--- config.mk ---
export PLATFORM = sky130hd
export DESIGN_NAME = ps2_rx_fifo
export DESIGN_NICKNAME = d
export VERILOG_FILES = /design/src/rtl/ps2_rx_fifo.sv
export SDC_FILE = /design/constraint.sdc
export NUM_CORES = 1
export LEC_CHECK = 0
export CELL_PAD_IN_SITES_DETAIL_PLACEMENT = 1
export CELL_PAD_IN_SITES_GLOBAL_PLACEMENT = 2
export CORE_UTILIZATION = 41
export DETAILED_ROUTE_END_ITERATION = 8
export PLACE_DENSITY = 0.73
export SYNTH_ARGS = -nofsm -noshare
export SYNTH_HDL_FRONTEND = slang
export SYNTH_SLANG_ARGS = --single-unit
--- constraint.sdc ---
create_clock -name CLK -period 2.5 [get_ports CLK]
set_clock_uncertainty 0.15 [all_clocks]
set_input_delay 0.25 -clock CLK [delete_from_list [all_inputs] [get_ports CLK]]
set_output_delay 0.25 -clock CLK [all_outputs]
set_load 0.05 [all_outputs]
--- src/rtl/ps2_rx_fifo.sv ---
// PS/2 device-to-host receiver: pin synchronisers, clock deglitch filter, frame deserialiser
// and a small frame FIFO. Build with PS2_RX_TIMEOUT_EN to abort stalled partial frames.
module ps2_rx_fifo #(
  parameter int DATA_BITS      = 8,
  parameter int FILTER_LEN     = 4,
  parameter int FIFO_DEPTH     = 4,
  parameter int TIMEOUT_CYCLES = 50000
) (
  input  logic                 CLK,
  input  logic                 Resetn,
  input  logic                 ps2_clk,
  input  logic                 ps2_data,
  output logic [DATA_BITS-1:0] rd_data,
  output logic                 rd_valid,
  input  logic                 rd_ready,
  output logic                 busy,
  output logic                 parity_err,
  output logic                 frame_err,
  output logic                 overflow,
  input  logic                 err_clr
);

  localparam int FW = (FILTER_LEN > 1) ? $clog2(FILTER_LEN) : 1;
  localparam logic [FW-1:0] FLT_LAST = FW'(FILTER_LEN - 1);
  localparam int BW = $clog2(DATA_BITS + 1);
  localparam logic [BW-1:0] BIT_LAST = BW'(DATA_BITS - 1);
  localparam int AW = $clog2(FIFO_DEPTH);
  localparam int CW = AW + 1;

  typedef enum logic [1:0] {
    S_IDLE,
    S_DATA,
    S_PARITY,
    S_STOP
  } state_t;

  logic          clk_s1, clk_s2, dat_s1, dat_s2;
  logic          clk_filt, fe;
  logic [FW-1:0] flt_cnt;

  state_t               state, state_nx;
  logic [BW-1:0]        bit_cnt, bit_cnt_nx;
  logic                 par_acc, par_acc_nx;
  logic                 par_ok, par_ok_nx;
  logic [DATA_BITS-1:0] shreg, shreg_nx;
  logic                 push, set_perr, set_ferr, timeout;

  logic [DATA_BITS-1:0] mem [FIFO_DEPTH];
  logic [AW-1:0]        wr_ptr, rd_ptr;
  logic [CW-1:0]        count;
  logic                 full, pop, do_push, set_ovf;

  always_ff @(posedge CLK or negedge Resetn) begin
    if (!Resetn) begin
      clk_s1 <= 1'b1;
      clk_s2 <= 1'b1;
      dat_s1 <= 1'b1;
      dat_s2 <= 1'b1;
    end else begin
      clk_s1 <= ps2_clk;
      clk_s2 <= clk_s1;
      dat_s1 <= ps2_data;
      dat_s2 <= dat_s1;
    end
  end

  // flt_cnt counts consecutive samples that disagree with the accepted level
  always_ff @(posedge CLK or negedge Resetn) begin
    if (!Resetn) begin
      clk_filt <= 1'b1;
      flt_cnt  <= '0;
      fe       <= 1'b0;
    end else begin
      fe <= 1'b0;
      if (clk_s2 != clk_filt) begin
        if (flt_cnt == FLT_LAST) begin
          clk_filt <= clk_s2;
          flt_cnt  <= '0;
          fe       <= clk_filt;
        end else begin
          flt_cnt <= flt_cnt + FW'(1);
        end
      end else begin
        flt_cnt <= '0;
      end
    end
  end

`ifdef PS2_RX_TIMEOUT_EN
  localparam int TW = $clog2(TIMEOUT_CYCLES + 1);
  localparam logic [TW-1:0] TO_LAST = TW'(TIMEOUT_CYCLES - 1);
  logic [TW-1:0] to_cnt;

  always_ff @(posedge CLK or negedge Resetn) begin
    if (!Resetn) begin
      to_cnt <= '0;
    end else if (state == S_IDLE || fe || timeout) begin
      to_cnt <= '0;
    end else begin
      to_cnt <= to_cnt + TW'(1);
    end
  end

  assign timeout = (state != S_IDLE) && !fe && (to_cnt == TO_LAST);
`else
  // A stalled frame waits forever; TIMEOUT_CYCLES has no effect in this build.
  assign timeout = (TIMEOUT_CYCLES < 0);
`endif

  always_ff @(posedge CLK or negedge Resetn) begin
    if (!Resetn) begin
      state   <= S_IDLE;
      bit_cnt <= '0;
      par_acc <= 1'b0;
      par_ok  <= 1'b0;
      shreg   <= '0;
    end else begin
      state   <= state_nx;
      bit_cnt <= bit_cnt_nx;
      par_acc <= par_acc_nx;
      par_ok  <= par_ok_nx;
      shreg   <= shreg_nx;
    end
  end

  always_comb begin
    state_nx   = state;
    bit_cnt_nx = bit_cnt;
    par_acc_nx = par_acc;
    par_ok_nx  = par_ok;
    shreg_nx   = shreg;
    push       = 1'b0;
    set_perr   = 1'b0;
    set_ferr   = 1'b0;
    if (timeout) begin
      state_nx = S_IDLE;
      set_ferr = 1'b1;
    end else if (fe) begin
      case (state)
        S_IDLE: begin
          if (!dat_s2) begin
            state_nx   = S_DATA;
            bit_cnt_nx = '0;
            par_acc_nx = 1'b0;
          end
        end
        S_DATA: begin
          shreg_nx   = {dat_s2, shreg[DATA_BITS-1:1]};
          par_acc_nx = par_acc ^ dat_s2;
          bit_cnt_nx = bit_cnt + BW'(1);
          if (bit_cnt == BIT_LAST) state_nx = S_PARITY;
        end
        S_PARITY: begin
          par_ok_nx = par_acc ^ dat_s2;
          state_nx  = S_STOP;
        end
        S_STOP: begin
          if (dat_s2) begin
            if (par_ok) push = 1'b1;
            else        set_perr = 1'b1;
          end else begin
            set_ferr = 1'b1;
            set_perr = !par_ok;
          end
          state_nx = S_IDLE;
        end
        default: state_nx = S_IDLE;
      endcase
    end
  end

  assign busy     = (state != S_IDLE);
  assign full     = (count == CW'(FIFO_DEPTH));
  assign rd_valid = (count != '0);
  assign pop      = rd_valid & rd_ready;
  assign do_push  = push & (!full | pop);
  assign set_ovf  = push & full & !pop;
  assign rd_data  = mem[rd_ptr];

  always_ff @(posedge CLK or negedge Resetn) begin
    if (!Resetn) begin
      for (int i = 0; i < FIFO_DEPTH; i++) mem[i] <= '0;
      wr_ptr <= '0;
      rd_ptr <= '0;
      count  <= '0;
    end else begin
      if (do_push) begin
        mem[wr_ptr] <= shreg;
        wr_ptr      <= wr_ptr + AW'(1);
      end
      if (pop) rd_ptr <= rd_ptr + AW'(1);
      case ({do_push, pop})
        2'b10:   count <= count + CW'(1);
        2'b01:   count <= count - CW'(1);
        default: count <= count;
      endcase
    end
  end

  // a set event in the same cycle as err_clr keeps the flag set
  always_ff @(posedge CLK or negedge Resetn) begin
    if (!Resetn) begin
      parity_err <= 1'b0;
      frame_err  <= 1'b0;
      overflow   <= 1'b0;
    end else begin
      parity_err <= set_perr | (parity_err & ~err_clr);
      frame_err  <= set_ferr | (frame_err & ~err_clr);
      overflow   <= set_ovf | (overflow & ~err_clr);
    end
  end

endmodule

==> impl_metrics.json <==
{
  "outcome": "finished clean",
  "critPathKind": "flip-flop to output port",
  "ioPinCount": 19,
  "syn_nets": 226,
  "wl_per_cell_um": 17.2,
  "tightest_slew_ns": 0.709,
  "power_frac_clock_pct": 32.6,
  "synth_cell_types": 42,
  "hold_end": "clk_s1",
  "setup_viol_count_final": 0,
  "grt_first_pass_wirelength_um": 10300,
  "post_cts_buffers": 0,
  "irDropWorstVdd_mv": 0.398,
  "min_path_type": "input port to flip-flop",
  "regToRegStartpoint": "state[0]",
  "drv_cap": 0,
  "syn_inst": 208,
  "relSlewSlack_pct": 52.7,
  "avgSynthCellArea_um2": 15.2,
  "multi_input_area_mm2": 0.00142,
  "critical_path_arrival_ns": 2.01,
  "area.growth.synth_to_final_pct": 16.1,
  "met3_length_um": 189,
  "critPathSlowestCell": "clkdlybuf4s50_1",
  "whs_path_depth": 1,
  "ys_ff_latch": 66,
  "p_sw_share_pct": 30.2,
  "diodes": 0,
  "synth_ff_type": "dfrtp_1",
  "cts_root_buf": "clkbuf_8",
  "comb_power_share_pct": 18.6,
  "die_y_um": 89.7,
  "viasPerCell": 5.19,
  "end_kind": "output port",
  "async_flop_share_pct": 100,
  "r2r_setup_slack_ns": 0.14,
  "start_util_pct": 43.1,
  "met2_length_um": 3150,
  "cp_slowest_stage_delay_ns": 0.72,
  "powerDensity_mw_per_mm2": 740,
  "dr.pass1.iters": 3,
  "regArea_mm2": 0.00166,
  "antenna_found_initial": 0,
  "fin_crit_sh_pct": 96.4,
  "synthTopCellsByCount": "61 x dfrtp_1, 32 x mux2_4, 12 x inv_1",
  "cts_tree": "done",
  "routed.top_layer": "met4",
  "max_freq_mhz": 415,
  "rows": 31,
  "drcViolationCount": 0,
  "synth.area.top_cells": "dfrtp_1 48%, mux2_4 15%, mux4_2 5.7%",
  "drtIter0Drc": 46,
  "p_switching_mw": 0.818,
  "p_total_mw": 2.71,
  "synth_top_area_share_pct": 48.4,
  "pwr-share-seq_pct": 48.8,
  "synth_area_mm2": 0.00316,
  "holdWs_ns": 0.165,
  "routed-via-count": 1780,
  "cp.required_ns": 2.10,
  "fp.coreArea_mm2": 0.00733,
  "place.gp.congestion": 0.736,
  "hold_viol": 0,
  "drive_above_1_share_pct": 38.5,
  "cts.clk_slew.worst_paths_ns": 0.07,
  "fin_crit_ns": 2.41,
  "io_buffers": 18,
  "yosysWarnings": 0,
  "tns_ns": 0,
  "drt-met1-wl_um": 2500,
  "clkSinkCount": 66,
  "die_x_um": 89.7,
  "die-area_mm2": 0.00805,
  "internal-power_mw": 1.89,
  "cts.path.max_buffers": 2,
  "grt_max_degree": 31,
  "dpl.hpwl_um": 4070,
  "worst_r2r_path_depth": 6,
  "drv_slew": 0,
  "numCtsBuffers": 9,
  "reg2reg_to": "count[2]",
  "critPathLaunchType": "flip-flop",
  "ys_seq_area_share_pct": 52.5,
  "filler_cell_count": 739,
  "overflow": 0,
  "hp-start": "ps2_clk",
  "rsz0062_at_grt": "no",
  "ant_nets": 0,
  "grt_pass1_vias": 2014,
  "layout.nets": 257,
  "crit_chain": "or3_2 -> clkdlybuf4s50_1",
  "track_usage_pct": 16.6,
  "cp_max_fo": 6,
  "h-tree-depth": 3,
  "drt_wl_total_um": 5900,
  "clock_latency_ns": 0.34,
  "synth-edff-count": 0,
  "synthMostInstantiatedCell": "dfrtp_1",
  "synth.largest_area_cell": "dfrtp_1",
  "p_leak_nw": 1.81
}
==> registers in the layout, summed over array words and instances (netlist names) <==
name	flops
count	3
par_acc	1
parity_err	1
shreg	8
fe	1
overflow	1
mem	32
clk_s2	1
state	2
frame_err	1
clk_s1	1
par_ok	1
rd_ptr	2
clk_filt	1
flt_cnt	2
wr_ptr	2
dat_s1	1
dat_s2	1
bit_cnt	4
==> repair_timing <==
| item | CTS | global route |
|---|---|---|
| hold buffers | 1 | 0 |
| hold endpoints to repair | 27 | 0 |
| setup endpoints to repair | 0 | 1 |
| resized for setup | 0 | 1 |
==> power groups by stage <==
stage	clock network [mW]	logic [mW]	registers, mW
3_3_place_gp	0	0.485	1.33
3_5_place_dp	0	0.514	1.34
5_1_grt	0.964	0.563	1.34
2_1_floorplan	0	0.431	1.24
4_1_cts	0.920	0.517	1.32
6_report	0.884	0.505	1.32
==> through the flow <==
| stage | setup WS, ns | instance area [um2] | utilization, % | cells |
|---|---|---|---|---|
| 2_1_floorplan | 0.319 | 3160 | - | 208 |
| 3_3_place_gp | 0.148 | 3460 | 47.1 | 326 |
| 3_5_place_dp | 0.0308 | 3460 | 47.1 | 326 |
| 4_1_cts | 0.0681 | 3660 | 49.9 | 343 |
| 5_1_grt | 0.0163 | 3660 | 50.0 | 343 |
| 6_report | 0.0888 | 3660 | 50.0 | 343 |
==> cell families (layout without fill, tap and decap cells) <==
family	count (synthesis)	count (layout)	synth area share, %
xor+xnor	6	6	1.66
buf+inv	17	53	2.62
flops	66	66	52.5
simple gates	32	32	7.93
compound gates	23	23	5.15
fa+ha+maj	12	12	4.99
mux	52	52	25.1
==> critical path: cells and delay by family, from the launching register on <==
family | cells | cell delay [ns]
buffers and inverters | 1 | 0.72
AND/OR/NAND/NOR | 1 | 0.51
flip-flops | 1 | 0.44
==> routing by layer <==
metal  vias up  track usage [%]
li1        811                -
met1       940             19.5
met2        22             29.1
met3         7             5.33
met4         0             4.51
met5         -                0
==> worst max path at each step <==
stage / end / start / cells past startpoint / slack, ns
2_1_floorplan: count[2] / state[0] / 6 / 0.32
4_1_cts: rd_valid / count[0] / 2 / 0.07
6_report: rd_valid / count[1] / 2 / 0.09
3_5_place_dp: count[2] / rd_ready / 6 / 0.03
3_3_place_gp: count[2] / rd_ready / 6 / 0.15
5_1_grt: rd_valid / count[1] / 2 / 0.02
==> layout make-up <==
type                            count  area share (%)
Clock inverter                      5            1.47
Tap cell                           99            3.38
Inverter                           12            1.23
Timing Repair Buffer               25            6.15
Multi-Input combinational cell    125            38.7
Clock buffer                       11            3.86
Sequential cell                    66            45.3
==> layout by cell type (no fill, tap or decap), types with 2 or more instances in the layout <==
master	count
dfstp_2	5
a21oi_1	5
nor2_1	2
nand3_1	4
o22ai_1	3
mux2i_1	2
clkbuf_8	10
nand2_1	10
ha_1	11
inv_1	12
clkinv_2	3
a22o_1	2
mux4_2	8
buf_4	13
o21ai_0	6
nand2_8	4
xnor2_1	5
mux2_4	32
dfrtp_1	61
clkdlybuf4s50_1	8
mux2_2	10
No activity file was read; power rests on OpenSTA's default activity.
==> patch: new RTL, config.mk and constraints unchanged <==
Change the parameter `FILTER_LEN` from 4 to 2.
--- a/src/rtl/ps2_rx_fifo.sv
+++ b/src/rtl/ps2_rx_fifo.sv
@@ -3,5 +3,5 @@
 module ps2_rx_fifo #(
   parameter int DATA_BITS      = 8,
-  parameter int FILTER_LEN     = 4,
+  parameter int FILTER_LEN     = 2,
   parameter int FIFO_DEPTH     = 4,
   parameter int TIMEOUT_CYCLES = 50000
Function: changed (a bounded check fails within 10 cycles, from zero or initial values and one cycle with Resetn low).
==> patch against the original RTL <==
  * Worst setup slack gained 0.16 ns
  * Sequential power grew 8%
  * Wire length shrank 6.0%
  * Combinational power grew 47%
  * Area after synthesis shrank 6.9%
  * Total power grew 20%
  * Sequential cell count shrank 1
  * Critical path type unchanged
  * Final area shrank 4.8%
==> patch: results (changes against the original RTL) <==
status: "finished, final reports clean"
dp_hpwl_mm: 3.910  # -3.8%
grt_pass1_wl_mm: 9.556  # -7.2%
layout-drive-gt1-share: 0.3568  # -0.02840
placed_cells: 320  # -1.8%
ys_types: 36  # -14%
crit_fanout: 5  # -1
p_clk_mw: 1.09  # +23%
p_leak_nw: 1.696  # -6.0%
routed_via_density: 5.030  # -3.1%
avgSynthCellArea_sq_um: 14.13  # -6.9%
grt_pass1_vias: 1972  # -2.1%
crit_start: "count[0]"
worstPathArrival_ns: 1.85  # -0.16 ns
synth_nets: 225  # -0.44%
io_buffers: 18  # unchanged
critical_path.max_stage_delay_ns: 0.71
grt_max_degree: 42  # +35%
vias: 1695  # -4.8%
layout.nets: 253  # -1.6%
grt_usage: 0.1744  # +0.008515
wire_per_inst_um: 16.45  # -4.4%
place_congestion: 0.7486  # +1.7%
ir_drop_uv: 471.9  # +19%
synthTopCellsByArea: "dfrtp_1 51%, mux2_2 15%, mux4_2 6.1%"
relSlewSlack: 0.6054  # +0.07796
placed_area_sq_mm: 0.003224  # -6.7%
ys_top_cells_by_count: "60 x dfrtp_1, 40 x mux2_2, 14 x inv_1"
ys_warn_count: 0  # unchanged
synth-seq-area-share: 0.5556  # +0.03039
p_int_mw: 2.237  # +18%
powerDensity_mw_per_mm2: 931.4  # +26%
drt_iter0_drc: 33  # -28%
seq_power_share: 0.436  # -0.052
## patch: cell count changes after synthesis, sizes merged, moves of 2 or more
| cell | unedited run | this run |
|---|---|---|
| a31oi | 1 | 3 |
| nor2 | 2 | 5 |
| nor2b | 2 | 0 |
| o21ai | 6 | 8 |
| inv | 12 | 14 |
## patch: layer usage
layer,track usage,up-vias,wire length [um]
met5,0,-,0
met2,0.3167,15,3026
li1,-,798,-
met3,0.03714,8,114
met4,0.08636,0,80
met1,0.1930,874,2322
## patch: through the flow
step / hold slack, ns / setup WS [ns]
final: 0.1711 / 0.2494
after CTS: 0.1529 / 0.08348
after global routing: 0.1615 / 0.1838
after detailed placement: 0.1358 / 0.1051
after floorplan: -0.1956 / 0.5937
after global placement: 0.1118 / 0.3053
## patch: final timing paths
path | to | slack, ns | cells past startpoint
max in group asynchronous | dat_s1 | 1.19 | 3
min in group asynchronous | wr_ptr[0] | 0.32 | 2
min | clk_s1 | 0.17 | 1
min reg2reg | clk_s2 | 0.21 | 0
max reg2reg | count[2] | 0.35 | 7
max | rd_valid | 0.25 | 2
## patch: cells by family after synthesis
family | after synthesis | synth area share
DFF | 65 | 0.5556
and+or+nand+nor | 30 | 0.06386
adders and majority gates | 11 | 0.04938
xor gates and xnor gates | 6 | 0.01788
muxes | 52 | 0.2290
AOI/OAI and AO/OA | 26 | 0.06045
buffers and inverters | 18 | 0.02384
## patch: what timing repair did
action / CTS / global route
hold buffers: 1 / 0
hold endpoints to repair: 24 / 0
setup buffers: 0 / 0
endpoints found under the setup margin: 0 / 1
gates resized for setup: 0 / 1
## patch: layout make-up
cell class	count	area, sq um
clock buffer	10	137.6
inverter	14	52.55
clock inverter	6	113.9
tap	96	120.1
multi-input combinational	125	1236
timing repair buffer	21	195.2
fill	710	3381
sequential	65	1633
